## src/rtl/connect4_pkg.sv

```systemverilog
// Shared Connect-4 definitions: cell encodings, drop status codes and default board size.
package connect4_pkg;

  localparam int ROWS_DEF = 6;
  localparam int COLS_DEF = 7;

  localparam logic [1:0] CELL_EMPTY = 2'b00;
  localparam logic [1:0] CELL_P1    = 2'b01;
  localparam logic [1:0] CELL_P2    = 2'b10;

  typedef enum logic [1:0] {
    ST_OK         = 2'b00,
    ST_COL_FULL   = 2'b01,
    ST_BAD_COL    = 2'b10,
    ST_BAD_PLAYER = 2'b11
  } status_t;

  function automatic logic is_player(input logic [1:0] code);
    return (code == CELL_P1) || (code == CELL_P2);
  endfunction

endpackage

```

## src/rtl/board_drop_writer_if.sv

```systemverilog
// Drop request / result handshake between a game controller and the board writer.
interface board_drop_writer_if;
  logic       drop_valid_i;
  logic       drop_ready_o;
  logic [2:0] drop_col_i;
  logic [1:0] drop_player_i;
  logic       done_o;
  logic [1:0] status_o;
  logic [2:0] row_o;

  modport master (
    output drop_valid_i, drop_col_i, drop_player_i,
    input  drop_ready_o, done_o, status_o, row_o
  );

  modport slave (
    input  drop_valid_i, drop_col_i, drop_player_i,
    output drop_ready_o, done_o, status_o, row_o
  );
endinterface

```

## src/rtl/board_drop_writer.sv

```systemverilog
// Connect-4 board storage: scans a column bottom-up one row per cycle and drops a disc
// into the lowest empty cell, exporting the flat board, move count and full flag.
module board_drop_writer
  import connect4_pkg::*;
#(
  parameter int ROWS = ROWS_DEF,
  parameter int COLS = COLS_DEF
) (
  input  logic                     clk,
  input  logic                     reset_n,
  input  logic                     clear_i,
  board_drop_writer_if.slave       drop,
  output logic [2*ROWS*COLS-1:0]   board_o,
  output logic [5:0]               moves_o,
  output logic                     board_full_o
);

  localparam int         CELLS     = ROWS * COLS;
  localparam int         IDX_W     = $clog2(CELLS);
  localparam logic [5:0] MAX_MOVES = 6'(CELLS);
  localparam logic [3:0] COLS_L    = 4'(COLS);
  localparam logic [2:0] ROW_BOT   = 3'(ROWS - 1);

  typedef enum logic {S_IDLE, S_SCAN} state_t;

  state_t         state, state_nxt;
  logic [1:0]     cells [CELLS];
  logic [2:0]     col_q, row_q, row_nxt;
  logic [1:0]     player_q;
  logic [5:0]     moves_q;
  logic           done_q, done_nxt;
  status_t        status_q, status_nxt;
  logic [2:0]     row_out_q, row_out_nxt;
  logic           load, wr_en;
  logic [IDX_W-1:0] cell_idx;

  function automatic logic [5:0] sat_inc(input logic [5:0] v);
    return (v == MAX_MOVES) ? v : v + 6'd1;
  endfunction

  assign cell_idx = IDX_W'(row_q) * IDX_W'(COLS) + IDX_W'(col_q);

  assign drop.drop_ready_o = (state == S_IDLE) && !clear_i;
  assign drop.done_o       = done_q;
  assign drop.status_o     = status_q;
  assign drop.row_o        = row_out_q;
  assign moves_o           = moves_q;

  always_comb begin
    state_nxt   = state;
    row_nxt     = row_q;
    done_nxt    = 1'b0;
    status_nxt  = status_q;
    row_out_nxt = row_out_q;
    load        = 1'b0;
    wr_en       = 1'b0;
    if (!clear_i) begin
      case (state)
        S_IDLE: begin
          if (drop.drop_valid_i) begin
            load    = 1'b1;
            row_nxt = ROW_BOT;
            if ({1'b0, drop.drop_col_i} >= COLS_L) begin
              done_nxt   = 1'b1;
              status_nxt = ST_BAD_COL;
            end else if (!is_player(drop.drop_player_i)) begin
              done_nxt   = 1'b1;
              status_nxt = ST_BAD_PLAYER;
            end else begin
              state_nxt = S_SCAN;
            end
          end
        end
        S_SCAN: begin
          if (cells[cell_idx] == CELL_EMPTY) begin
            wr_en       = 1'b1;
            done_nxt    = 1'b1;
            status_nxt  = ST_OK;
            row_out_nxt = row_q;
            state_nxt   = S_IDLE;
          end else if (row_q != 3'd0) begin
            row_nxt = row_q - 3'd1;
          end else begin
            done_nxt   = 1'b1;
            status_nxt = ST_COL_FULL;
            state_nxt  = S_IDLE;
          end
        end
        default: state_nxt = S_IDLE;
      endcase
    end
  end

  always_ff @(posedge clk or negedge reset_n) begin
    if (!reset_n) begin
      state     <= S_IDLE;
      col_q     <= '0;
      row_q     <= '0;
      player_q  <= '0;
      moves_q   <= '0;
      done_q    <= 1'b0;
      status_q  <= ST_OK;
      row_out_q <= '0;
      for (int i = 0; i < CELLS; i++) cells[i] <= CELL_EMPTY;
    end else begin
      state     <= clear_i ? S_IDLE : state_nxt;
      row_q     <= row_nxt;
      done_q    <= done_nxt;
      status_q  <= status_nxt;
      row_out_q <= row_out_nxt;
      if (load) begin
        col_q    <= drop.drop_col_i;
        player_q <= drop.drop_player_i;
      end
      // clear wins over an in-flight write; only empty cells are ever targeted
      if (clear_i) begin
        moves_q <= '0;
        for (int i = 0; i < CELLS; i++) cells[i] <= CELL_EMPTY;
      end else if (wr_en) begin
        moves_q         <= sat_inc(moves_q);
        cells[cell_idx] <= player_q;
      end
    end
  end

  always_comb begin
    board_o      = '0;
    board_full_o = 1'b1;
    for (int i = 0; i < CELLS; i++) board_o[2*i +: 2] = cells[i];
    for (int c = 0; c < COLS; c++)
      if (cells[c] == CELL_EMPTY) board_full_o = 1'b0;
  end

endmodule

```

## src/flat_wrapper.sv

```systemverilog
// flat-port wrapper written by rule: the top's interface ports become plain ports
module board_drop_writer_flat import connect4_pkg::*;
#(
  parameter int ROWS = ROWS_DEF,
  parameter int COLS = COLS_DEF
)
  (clk, reset_n, clear_i, board_o, moves_o, board_full_o, drop_drop_valid_i, drop_drop_col_i, drop_drop_player_i, drop_drop_ready_o, drop_done_o, drop_status_o, drop_row_o);
  board_drop_writer_if drop_i ();
  input  logic clk;
  input  logic reset_n;
  input  logic clear_i;
  output logic [2*ROWS*COLS-1:0] board_o;
  output logic [5:0] moves_o;
  output logic board_full_o;
  input wire logic [$bits(drop_i.drop_valid_i)-1:0] drop_drop_valid_i;
  input wire logic [$bits(drop_i.drop_col_i)-1:0] drop_drop_col_i;
  input wire logic [$bits(drop_i.drop_player_i)-1:0] drop_drop_player_i;
  output wire logic [$bits(drop_i.drop_ready_o)-1:0] drop_drop_ready_o;
  output wire logic [$bits(drop_i.done_o)-1:0] drop_done_o;
  output wire logic [$bits(drop_i.status_o)-1:0] drop_status_o;
  output wire logic [$bits(drop_i.row_o)-1:0] drop_row_o;
  assign drop_i.drop_valid_i = drop_drop_valid_i;
  assign drop_i.drop_col_i = drop_drop_col_i;
  assign drop_i.drop_player_i = drop_drop_player_i;
  assign drop_drop_ready_o = drop_i.drop_ready_o;
  assign drop_done_o = drop_i.done_o;
  assign drop_status_o = drop_i.status_o;
  assign drop_row_o = drop_i.row_o;
  board_drop_writer #(.ROWS(ROWS), .COLS(COLS)) u_core (.clk(clk), .reset_n(reset_n), .clear_i(clear_i), .drop(drop_i), .board_o(board_o), .moves_o(moves_o), .board_full_o(board_full_o));
endmodule
```

## config.mk

```make
export PLATFORM = sky130hd
export DESIGN_NAME = board_drop_writer_flat
export DESIGN_NICKNAME = d
export VERILOG_FILES = /design/src/rtl/connect4_pkg.sv /design/src/rtl/board_drop_writer_if.sv /design/src/rtl/board_drop_writer.sv /design/src/flat_wrapper.sv
export SDC_FILE = /design/constraint.sdc
export NUM_CORES = 1
export LEC_CHECK = 0
export BUFFER_PORTS_ARGS = -buffer_cell sky130_fd_sc_hd__buf_2
export CAP_MARGIN = 10
export CORE_UTILIZATION = 40
export DETAILED_ROUTE_END_ITERATION = 8
export HOLD_SLACK_MARGIN = 0.06
export PLACE_DENSITY = 0.68
export SLEW_MARGIN = 20
export SYNTH_ARGS = -nofsm -noshare
export SYNTH_HDL_FRONTEND = slang
export SYNTH_SLANG_ARGS = --single-unit
```

## constraint.sdc

```tcl
create_clock -name clk -period 4.2 [get_ports clk]
set_clock_uncertainty 0.05 [all_clocks]
set_input_delay 0.21 -clock clk [delete_from_list [all_inputs] [get_ports clk]]
set_output_delay 0.21 -clock clk [all_outputs]
set_load 0.03 [all_outputs]
```

; Word-level counts from Yosys, hierarchy flattened
; Index checks and enable logic that the tools add are counted.
; W data, S select, Z words.
[totals]
reg_bits = 105
input_bits = 9
output_inout_bits = 98
wordCells = 135
[op_classes]
n_addsub = 3
n_mul = 1
order_cmp = 3
n_eq_ne = 9
n_mux = 48
n_bitwise = 3
reduce_logical = 18
[op_table]
columns = op, count
row1 = $mux W84, 2
row2 = $bwmux W84, 1
row3 = $mux W1, 25
row4 = $mux W6, 3
row5 = $logic_not A2 Y1, 8
row6 = $mux W2, 8
row7 = $bmux W2 S6, 1
row8 = $demux W2 S6, 1
row9 = $mux W3, 3
row10 = $ne A2 B2 Y1 const B, 4
row11 = $reduce_and A4 Y1, 2
row12 = $ge A7 B7 Y1 const B, 1
row13 = $lt A7 B1 Y1 const B, 1
row14 = $not A6 Y7, 1
row15 = $add A6 B1 Y6 const B, 1
row16 = $add A6 B3 Y6, 1
row17 = $eq A6 B6 Y1 const B, 1
row18 = $mul A3 B3 Y6 const B, 1
row19 = $ne A3 B3 Y1 const B, 2
row20 = $pmux W3 S2, 1
row21 = $pmux W1 S2, 2
row22 = $pmux W2 S2, 1
row23 = $ge A3 B3 Y1 const B, 1
row24 = $reduce_and A3 Y1, 1
row25 = 10 further kinds, 12

; Depth between registers and ports, before layout
[depth]
depth_word = 12
depth_mapped = 16
ltp_nobuf = 13

; Worst setup path before layout
; OpenSTA, ideal clock, no wires.
[synth_path]
path_type = register to register
startpoint = register u_core.row_q[1]
endpoint = register u_core.row_out_q[2], in the netlist u_core.drop.row_o[2]
setup_time_ns = 0.128
arrival_ns = 4.174
required_ns = 4.022
slack_ns = -0.152
path_stages_with_launch = 12
n_path_buf = 0
period_less_slack_ns = 4.352
cell_sequence = dfrtp_1 fa_1 fa_1 fa_1 and3b_1 a221o_1 a311o_1 a21bo_1 a2111oi_4 nor2_2 or2_2 mux2_1
[synth_between]
elab_chain_len = 8
[synth_lines]
columns = element, line_no
row1 = from (decl), board_drop_writer.sv:28  ; logic [2:0] col_q, row_q, row_nxt;
row2 = from (signal assigned), board_drop_writer.sv:107  ; row_q <= row_nxt;
row3 = $mul A3 B3 Y6, board_drop_writer.sv:41  ; assign cell_idx = IDX_W'(row_q) * IDX_W'(COLS) + IDX_W'(col_q);
row4 = $add A6 B3 Y6, board_drop_writer.sv:41
row5 = $not A6 Y7 (implied by the code), board_drop_writer.sv:75  ; if (cells[cell_idx] == CELL_EMPTY) begin
row6 = $bmux W2 S6, board_drop_writer.sv:75
row7 = $mux W2 (implied by the code) (2 in series), board_drop_writer.sv:75
row8 = $logic_not A2 Y1, board_drop_writer.sv:75
row9 = $reduce_and A3 Y1 (no line), -
row10 = to (signal assigned), board_drop_writer.sv:110  ; row_out_q <= row_out_nxt;
row11 = to (decl), board_drop_writer.sv:33  ; logic [2:0] row_out_q, row_out_nxt;
; Every way passes these cells. The select of a mux whose other input is x is not followed.
; A chain may end at the register's enable or synchronous reset.

; Worst setup path after layout
[layout_path]
startpoint = register u_core.row_q[2]
endpoint = register u_core.moves_q[4], in the netlist u_core.moves_o[4]
[layout_between]
elab_chain_len = 12
[layout_lines]
columns = element, line_no
row1 = $mul A3 B3 Y6, board_drop_writer.sv:41
row2 = $add A6 B3 Y6, board_drop_writer.sv:41
row3 = $not A6 Y7 (implied by the code), board_drop_writer.sv:75
row4 = $bmux W2 S6, board_drop_writer.sv:75
row5 = $mux W2 (implied by the code) (2 in series), board_drop_writer.sv:75
row6 = $logic_not A2 Y1, board_drop_writer.sv:75
row7 = $mux W1, board_drop_writer.sv:75
row8 = $mux W1, board_drop_writer.sv:58  ; case (state)
row9 = $mux W1, board_drop_writer.sv:57  ; if (!clear_i) begin
row10 = $reduce_bool A2 Y1 (no line), -
row11 = $reduce_and A2 Y1 (no line), -
row12 = to (signal assigned), board_drop_writer.sv:120  ; moves_q <= sat_inc(moves_q);
row13 = to (decl), board_drop_writer.sv:30  ; logic [5:0] moves_q;
; Every way passes these cells. The select of a mux whose other input is x is not followed.

==> impl_metrics.py <==
metrics = {
    "outcome": {
        "outcome": "finished, violations left",
        "violations": "setup timing",
    },
    "critical_path": {
        "endpoint_kind": "flip-flop",
        "start_kind": "flip-flop",
        "critical_path_class": "reg -> reg",
        "critPathMaxFanout": 11,
        "cp.arrival_ps": 4510,
        "crit_required_ps": 4350,
    },
    "cts": {
        "numCtsBuffers": 9,
        "ctsLongestPathBuffers": 2,
        "cts_tree": "built",
        "clk_pin_slew_ps": 70,
        "clkSinkCount": 105,
        "root_buffer": "clkbuf_16",
        "clkLatencyLatePin_ps": 360,
        "ctsHtreeMaxLevel": 3,
    },
    "placed_design": {
        "gp_congestion": 0.8305,
        "dp_hpwl_um": 10960,
        "place_area_um2": 6141,
        "numPortBuffers": 106,
        "preCtsSetupSlack_ps": -250.8,
    },
    "power": {
        "p_leak_nw": 3.201,
        "p_total_mw": 6.996,
        "powerDensity_nw_per_um2": 1010,
        "peakVddDrop_mv": 0.7004,
    },
    "detailed_routing": {
        "drc": 0,
        "vias": 4718,
        "ant_nets": 0,
        "totalWireLength_um": 15790,
        "routedWlPerCell_um": 18.84,
        "drt_first_pass_iters": 4,
        "via_per_inst": 5.630,
        "drt_iter0_markers": 360,
    },
    "global_routing": {
        "grt_pass1_wl_um": 24750,
        "antenna_found_initial": 0,
        "grt_max_degree": 80,
        "grt_pass1_vias": 4707,
        "grt.overflow.total": 0,
        "track_usage_pct": 24.25,
    },
    "yosys": {
        "post_synth.cell_area_avg_um2": 10.06,
        "yosysWarnings": 0,
        "synth-async-reset-ratio_pct": 100.0,
        "synth.net_count": 547,
        "synth_edf_count": 0,
        "mappedNetlistArea_um2": 5234,
        "ys_seq_elements": 105,
        "synth_ff_type": "dfrtp_1",
        "synth_cell_type_count": 59,
        "syn_inst": 520,
        "yosysSeqAreaShare_pct": 50.20,
    },
    "final_layout": {
        "design_area_um2": 6928,
        "area_growth_pct": 32.37,
        "layout_commonest_cell": "buf_2",
        "fin_nets": 689,
        "num_antenna_cells": 0,
        "fin_util_pct": 54.68,
        "drive_above_1_share_pct": 35.59,
        "final_cell_mix": "buf_2 (105), dfrtp_1 (104), inv_1 (73)",
    },
    "floorplanning": {
        "std_cell_rows": 41,
        "fp.dieW_um": 116.4,
        "core_um2": 12670,
        "die_area_um2": 13550,
        "ios": 107,
        "start_util_pct": 41.31,
        "die_y_um": 116.4,
    },
    "sta": {
        "slew-limit-headroom_pct": 38.23,
        "fin_crit_ps": 4356,
        "fin_crit_sh_pct": 103.7,
        "setup_viol": 44,
        "setup_tns_ps": -2984,
        "fmax_ghz": 0.2295,
        "worstMarginPinSlew_ps": 926.5,
        "hold_viol": 0,
        "finalMaxSlewViolations": 0,
        "fin_ws_ps": -156.5,
        "rsz0062_at_grt": "true",
    },
    "flow_run": {
        "max-cap-violations": 0,
    },
    "worst_hold_path": {
        "hp-class": "in -> reg",
    },
}
synth_stat cells, types with 6 or more instances:
cell type / number / area share [%]
nor2_1: 35 / 2.5
mux2_2: 7 / 1.5
o21ai_0: 20 / 1.9
inv_1: 73 / 5.2
nand2_1: 17 / 1.2
mux2i_1: 11 / 2.1
nor3b_1: 6 / 0.86
ha_1: 14 / 3.3
nand3_1: 14 / 1.3
a21oi_1: 24 / 2.3
dfrtp_1: 105 / 50
nor3_1: 6 / 0.57
buf_2: 7 / 0.67
clkbuf_1: 17 / 1.2
o22ai_1: 67 / 8.0
worst paths after layout:
check                      cells past startpoint                  from                    to  slack (ps)
min                                            2    drop_drop_col_i[2]       u_core.col_q[2]          70
max reg2reg                                   15       u_core.row_q[2]     u_core.moves_o[4]        -160
min reg2reg                                    2  u_core.drop.row_o[1]  u_core.drop.row_o[1]         450
min in group asynchronous                      2               reset_n     u_core.moves_o[5]         460
max                                           15       u_core.row_q[2]     u_core.moves_o[4]        -160
max in group asynchronous                      3               reset_n       u_core.row_q[1]        2630
cell families (layout without fill, tap and decap cells):
logic type	count (synthesis)	after routing	share of synthesized area (%)
AOI/OAI and AO/OA	153	153	19.34
and+or+nand+nor	110	110	10.66
DFF	105	105	50.20
buffers and inverters	103	249	7.698
muxes	24	24	6.049
adders and majority gates	18	18	4.877
xor gates and xnor gates	7	7	1.171
metal layers:
metal  track usage, %  vias to the layer above  share of wire [%]
met3            4.100                       30                5.5
li1                 -                     2142                  -
met2            39.80                      183                 49
met4            8.974                        0                2.1
met5                0                        -                  0
met1            32.27                     2363                 44
power by group:
part	leakage, nW	internal [mW]	switching [mW]
sequential	1.43	1.08	0.0840
combinational	1.63	2.11	2.92
clock	0.136	0.432	0.365
total	3.20	3.62	3.37
worst max-delay path, cell delays in order (launching register included):
cell and delay [ps]:
dfrtp_1 430, fa_1 570, fa_2 460, fa_2 590, buf_4 130, buf_8 130, mux4_2 300, mux2i_1 170
nand3_1 100, a311o_1 420, o21ai_1 120, buf_4 160, nor2_4 50, buf_6 130, o21ai_0 290, a21oi_2 100
per-stage QoR:
step,hold WS [ps],cells
floorplan,-135.6,520
global placement,323.7,806
detailed placement,345.3,806
CTS,62.64,830
global route,67.97,838
finish,70.27,838
area by class of cell:
cell class | instances | area, um^2
Clock buffer | 13 | 260.3
Clock inverter | 2 | 13.76
Fill cell | 1111 | 5743
Inverter | 73 | 274.0
Multi-Input combinational cell | 312 | 2531
Sequential cell | 105 | 2629
Tap cell | 172 | 215.2
Timing Repair Buffer | 161 | 1005
registers in the layout, indices dropped and copies added (netlist names):
| name | flops |
|---|---|
| u_core.row_q | 3 |
| u_core.drop.done_o | 1 |
| u_core.moves_o | 6 |
| u_core.col_q | 3 |
| u_core.state | 1 |
| u_core.player_q | 2 |
| u_core.drop.row_o | 3 |
| u_core.drop.status_o | 2 |
| u_core.board_o | 84 |
what timing repair did:
action / CTS / global route
hold buffers: 3 / 0
hold endpoints to repair: 72 / 0
pin swaps: 19 / 12
buffers inserted: 7 / 8
gates resized for setup: 38 / 40
setup endpoints to repair: 63 / 83
No activity file was read; power rests on OpenSTA's default activity.
